## src/rtl/layer_data_wr_pkg.sv

```systemverilog
// Shared constants and state encoding for the layer pixel-RAM feeder.
package layer_pkg;

   localparam logic [7:0] CMD_CONF  = 8'h2A;
   localparam logic [7:0] CMD_DATA  = 8'h2C;
   localparam int         PIXEL_NUM = 64;

   typedef enum logic [2:0] {
      IDLE,
      CMD,
      CONF,
      DATA,
      DISCARD
   } state_t;

endpackage

```

## src/rtl/layer_data_wr.sv

```systemverilog
// Parses a chip-select framed SPI byte stream into pixel RAM writes and
// WS281x bit-timing configuration for one output layer.
//
// state   | meaning
// --------+---------------------------------------------------------------
// IDLE    | no frame; counters cleared, waits for cs_n low after a cs_n high
// CMD     | waiting for the command byte of the frame
// CONF    | collecting the four timing bytes t0h, t0l, t1h, t1l
// DATA    | writing pixel bytes lane by lane, pixel by pixel
// DISCARD | bad command; rest of frame ignored
module layer_data_wr
   import layer_pkg::*;
#(
   parameter int         BPP     = 3,
   parameter logic [7:0] T0H_DEF = 8'd16,
   parameter logic [7:0] T0L_DEF = 8'd44,
   parameter logic [7:0] T1H_DEF = 8'd44,
   parameter logic [7:0] T1L_DEF = 8'd16
) (
   input  logic       clk_in,
   input  logic       rst_n_in,
   input  logic       spi_cs_n_in,
   input  logic       spi_byte_vld_in,
   input  logic [7:0] spi_byte_data_in,
   output logic       wr_en_out,
   output logic       wr_done_out,
   output logic [5:0] wr_addr_out,
   output logic [7:0] wr_data_out,
   output logic [3:0] wr_byte_en_out,
   output logic [7:0] t0h_cnt_out,
   output logic [7:0] t0l_cnt_out,
   output logic [7:0] t1h_cnt_out,
   output logic [7:0] t1l_cnt_out,
   output logic       frame_err_out
);

   state_t     state, state_nxt;
   logic       accept;
   logic       armed;       // cs_n seen high since reset; blocks a frame cut by reset
   logic [1:0] idx;         // byte lane within the current pixel
   logic [5:0] addr;        // current pixel address
   logic       wrote;
   logic       ovf;
   logic       ovf_err;
   logic [2:0] conf_cnt;
   logic [7:0] sh_t0h, sh_t0l, sh_t1h;
   logic       last_lane;
   logic       last_pixel;

   assign accept     = spi_byte_vld_in & ~spi_cs_n_in;
   assign last_lane  = (idx == 2'(BPP - 1));
   assign last_pixel = (addr == 6'(PIXEL_NUM - 1));

   // State register.
   always_ff @(posedge clk_in or negedge rst_n_in) begin
      if (!rst_n_in) state <= IDLE;
      else           state <= state_nxt;
   end

   // Next-state: cs_n high always ends the frame.
   always_comb begin
      state_nxt = state;
      if (spi_cs_n_in) begin
         state_nxt = IDLE;
      end else begin
         case (state)
            IDLE: if (armed) state_nxt = CMD;
            CMD: begin
               if (accept) begin
                  if (spi_byte_data_in == CMD_CONF)      state_nxt = CONF;
                  else if (spi_byte_data_in == CMD_DATA) state_nxt = DATA;
                  else                                   state_nxt = DISCARD;
               end
            end
            default: state_nxt = state;
         endcase
      end
   end

   // Datapath: counters, shadow timing registers and registered outputs.
   always_ff @(posedge clk_in or negedge rst_n_in) begin
      if (!rst_n_in) begin
         wr_en_out      <= 1'b0;
         wr_done_out    <= 1'b0;
         frame_err_out  <= 1'b0;
         wr_addr_out    <= '0;
         wr_data_out    <= '0;
         wr_byte_en_out <= '0;
         t0h_cnt_out    <= T0H_DEF;
         t0l_cnt_out    <= T0L_DEF;
         t1h_cnt_out    <= T1H_DEF;
         t1l_cnt_out    <= T1L_DEF;
         sh_t0h         <= '0;
         sh_t0l         <= '0;
         sh_t1h         <= '0;
         armed          <= 1'b0;
         idx            <= '0;
         addr           <= '0;
         wrote          <= 1'b0;
         ovf            <= 1'b0;
         ovf_err        <= 1'b0;
         conf_cnt       <= '0;
      end else begin
         wr_en_out     <= 1'b0;
         wr_done_out   <= 1'b0;
         frame_err_out <= 1'b0;
         if (spi_cs_n_in) armed <= 1'b1;
         if (spi_cs_n_in && (state == DATA) && wrote) wr_done_out <= 1'b1;
         case (state)
            IDLE: begin
               idx      <= '0;
               addr     <= '0;
               wrote    <= 1'b0;
               ovf      <= 1'b0;
               ovf_err  <= 1'b0;
               conf_cnt <= '0;
            end
            CMD: begin
               if (accept && (spi_byte_data_in != CMD_CONF) && (spi_byte_data_in != CMD_DATA))
                  frame_err_out <= 1'b1;
            end
            CONF: begin
               if (accept && (conf_cnt != 3'd4)) begin
                  conf_cnt <= conf_cnt + 3'd1;
                  case (conf_cnt)
                     3'd0:    sh_t0h <= spi_byte_data_in;
                     3'd1:    sh_t0l <= spi_byte_data_in;
                     3'd2:    sh_t1h <= spi_byte_data_in;
                     default: begin
                        // all four counts switch together so the output stage never sees a mix
                        t0h_cnt_out <= sh_t0h;
                        t0l_cnt_out <= sh_t0l;
                        t1h_cnt_out <= sh_t1h;
                        t1l_cnt_out <= spi_byte_data_in;
                     end
                  endcase
               end
            end
            DATA: begin
               if (accept) begin
                  if (!ovf) begin
                     wr_en_out      <= 1'b1;
                     wr_data_out    <= spi_byte_data_in;
                     wr_byte_en_out <= 4'b0001 << idx;
                     wr_addr_out    <= addr;
                     wrote          <= 1'b1;
                     if (last_lane) begin
                        idx  <= '0;
                        addr <= addr + 6'd1;
                        if (last_pixel) ovf <= 1'b1;
                     end else begin
                        idx <= idx + 2'd1;
                     end
                  end else if (!ovf_err) begin
                     frame_err_out <= 1'b1;
                     ovf_err       <= 1'b1;
                  end
               end
            end
            default: ;
         endcase
      end
   end

endmodule

```

## config.mk

```make
export PLATFORM = sky130hd
export DESIGN_NAME = layer_data_wr
export DESIGN_NICKNAME = d
export VERILOG_FILES = /design/src/rtl/layer_data_wr_pkg.sv /design/src/rtl/layer_data_wr.sv
export SDC_FILE = /design/constraint.sdc
export NUM_CORES = 1
export LEC_CHECK = 0
export ABC_AREA = 1
export CORE_ASPECT_RATIO = 0.9
export CORE_MARGIN = 4
export CORE_UTILIZATION = 35
export DETAILED_ROUTE_END_ITERATION = 8
export DONT_BUFFER_PORTS = 1
export HOLD_SLACK_MARGIN = 0.02
export PLACE_DENSITY = 0.58
export SLEW_MARGIN = 20
export SYNTH_ARGS = -nofsm -noshare
export SYNTH_HDL_FRONTEND = slang
export SYNTH_SLANG_ARGS = --single-unit
```

## constraint.sdc

```tcl
create_clock -name clk_in -period 3.4 [get_ports clk_in]
set_input_delay 0.68 -clock clk_in [delete_from_list [all_inputs] [get_ports clk_in]]
set_output_delay 0.68 -clock clk_in [all_outputs]
set_load 0.03 [all_outputs]
```

==> key figures <==
Timing
  • Final setup vio count: 0
  • Measured slew at the worst slew-check pin: 684 ps
  • Number of failing hold endpoints at the final stage: 0
  • Setup TNS Final: 0 ps
  • Clock Skews: between 6 and 7 ps
  • Max transition margin: 54.2%
  • Highest clock frequency the design can meet: 437 MHz
  • RSZ-0062 raised after global routing: no
  • Period utilisation layout: 67.3%
  • Count of final max-slew check failures: 0
  • Time the final worst path needs with I/O delays and setup: 2290 ps

Power and ir drop
  • Clock power frac: 42.1%
  • Peak supply drop: 0.282 mV
  • Switching share of power: 25.9%
  • Reported net switching power: 618 uW
  • Overall Power: between 2000 and 2500 uW
  • Cell internal pwr: 1770 uW
  • Fraction of power consumed by combinational cells: ~7.6%
  • Cell leakage power: 0.00241 uW
  • Power per cell area: 525 nW/um^2
  • Reg power frac: about half

Finish
  • Fraction of layout cells with a size suffix above 1: 9.47%
  • Filler-free cell count of the finished design: 631
  • Final core utilization: 39.9%
  • Number of antenna repair diodes: 0
  • Net count reported at finish: 487
  • Syn-to-layout area delta: 11.7%

Logic synthesis
  • Cells after Synth: 471
  • Cell types with the largest area share after synthesis: dfrtp_1 (53%), nand2_1 (18%), nand3_1 (9.6%), dfstp_2 (5.2%), inv_1 (2.4%)
  • Net Count, Synth: 488
  • Synth Warn #: 0
  • Leading cell type by number of instances after synthesis: nand2_1
  • Most common library cells after synthesis: nand2_1 (196), dfrtp_1 (87), nand3_1 (78)
  • Top FF cell, synth: dfrtp_1
  • Cell area after technology mapping: 4070 sq um
  • Leading area contributor after synthesis: dfrtp_1
  • Share of synthesized flip-flops with an asynchronous set or reset: between 90% and 100%
  • Register bit total from synthesis: 95
  • Mean instance size in the synthesized netlist: around 8.6 sq um
  • Cell variety after synth: 25
  • Area share of the leading cell type in the synthesized netlist: 53.5%
  • Number of synthesized flops with an enable pin: 0
  • Share of synthesized area occupied by flip-flops and latches: 58.6%

Critical path
  • Critical Path Slowest Stage Cell: nor3_4
  • Startpoint type of the worst setup path: register
  • Count of buffering cells on the critical path with inverters included: 2
  • Cell type group with the largest total delay on the critical path: simple AND/OR/NAND/NOR gates
  • Maximum fanout encountered on the critical timing path: 32
  • Cell breakdown of the critical path: inv_1, ha_1, inv_1, nor2_2, nor3_4, nand2_2, nand2_1, nand2_1
  • Endpoint class of the critical path: register
  • Crit path DAT: approximately 2500 ps
  • Start-to-end type of the worst setup path: register to register
  • Req. time, crit path: between 3000 and 4000 ps
  • Delay of the slowest cell on the worst path: 540 ps

Global routing
  • Aggregate global routing overflow: 0
  • Overall track demand over capacity in global routing: 15.1%
  • Global-route wire length before repair: roughly 15 mm
  • Initial antenna violation count: 0
  • Number of global-route vias before repair: 2961
  • Pin count of the biggest net entering global routing: 78

Die
  • Starting utilization of the core area: 35.8%
  • Number of cell rows: 37
  • Number of ports placed on the die boundary: 65
  • Overall die width: 122 um
  • Core area: 11400 sq um
  • Die area: 13400 sq um
  • Die span in y: 110 um

Clocking
  • H-tree levels: 3
  • Clock Root Buffer: clkbuf_16
  • CTS tree: yes
  • Post-CTS clock slew at the launch and capture registers of the worst setup and hold paths: 70 ps
  • Later-pin clock latency in the skew report: 340 ps
  • Post-CTS setup-driven buffer insertion count: 0
  • Number of buffers added by the clock tree synthesis step: 9
  • Resize count post-CTS: 0
  • CTS max path bufs: 2
  • Number of clock sinks: 95

Drt
  • Met2 wire len: 4.24 mm
  • Router iterations before antenna repair: 4
  • Top Layer Used: met4
  • Number of remaining DRC errors: 0
  • Aggregate routed wire length: 9.25 mm
  • Vias per cell: 4.81
  • Overall via count from detail_route: 3033
  • Antenna Violating Nets Remaining: 0
  • Sum of routed wire segments on met1: 4.15 mm
  • First-iteration detailed-routing DRC count: 176
  • Routed length on met3: 634 um
  • Average wire per cell in the routed design: 14.7 um

Run
  • Max-cap viol count: 0

Min path
  • Class of the tightest hold or removal check: input pin to async pin

Place
  • Placed wire-length estimate after detailed placement: 5.94 mm
  • Last weighted congestion value of the routability-driven placer: 0.816
  • Cell count after placement: 612
  • Number of input and output port buffers inserted: 0

Outcome
  • Run status: finished, final reports clean
sequential cells by signal, indices dropped and copies added, names as in the netlist, 2 cells and up:
signal	count
t1h_cnt_out	8
wr_byte_en_out	4
sh_t0l	8
sh_t1h	8
wr_data_out	8
t1l_cnt_out	8
state	3
t0h_cnt_out	8
conf_cnt	3
t0l_cnt_out	8
addr	6
wr_addr_out	6
idx	2
sh_t0h	8
per-stage QoR:
step	hold slack, ps	cell area [sq um]	setup WS [ps]
after global placement	388	4200	606
after CTS	156	4530	484
after detailed placement	387	4200	500
final	171	4550	1110
after global routing	145	4550	876
after floorplan	384	4070	1770
cells in the final DEF, fill, tap and decap left out, types with 5 or more instances in the layout:
cell type,count
o21ai_0,15
inv_1,26
nand2_2,6
clkbuf_16,9
ha_1,5
nand2_1,196
nand3_1,78
dfrtp_1,87
nor2_1,10
dfstp_2,8
per-layer routing:
layer  track usage, %  up-vias
met5                0        -
met4             6.96        0
met1             19.2     1437
li1                 -     1499
met3             5.36       14
met2             23.2       83
cells by family (layout without fill, tap and decap cells):
logic type,after synthesis,count (layout),share of synthesized area [%]
and+or+nand+nor,303,303,32.3
adders and majority gates,5,5,1.54
xor gates and xnor gates,1,1,0.215
buffers and inverters,46,50,4.76
DFF,95,95,58.6
AOI/OAI and AO/OA,21,21,2.58
final timing paths:
check | from | end | slack (ps) | cells past startpoint
max reg2reg | conf_cnt[0] | t0l_cnt_out[6] | 1110 | 8
min | rst_n_in | t0h_cnt_out[4] | 170 | 0
max | conf_cnt[0] | t0l_cnt_out[6] | 1110 | 8
min in group clk_in | spi_byte_data_in[4] | t1l_cnt_out[4] | 440 | 2
min reg2reg | sh_t1h[6] | sh_t1h[6] | 470 | 2
max in group asynchronous | rst_n_in | addr[4] | 2180 | 1
power by group through the flow:
stage | Combinational [uW] | Clock (uW) | Sequential, uW
2_1_floorplan | 121 | 0 | 1220
3_3_place_gp | 152 | 0 | 1220
3_5_place_dp | 156 | 0 | 1220
4_1_cts | 184 | 1040 | 1200
5_1_grt | 207 | 1090 | 1210
6_report | 181 | 1010 | 1200
layout make-up:
cell class	instances	area [sq um]
Sequential cell	95	2390
Inverter	30	113
Multi-Input combinational cell	330	1500
Tap cell	156	195
Clock buffer	10	229
Clock inverter	6	68.8
Fill cell	1165	6840
Timing Repair Buffer	4	60.1
what timing repair did:
item                                    CTS  global route
endpoints found under the setup margin    0             0
hold endpoints to repair                 77             0
hold buffers                              2             0
No activity file was read; power rests on OpenSTA's default activity.
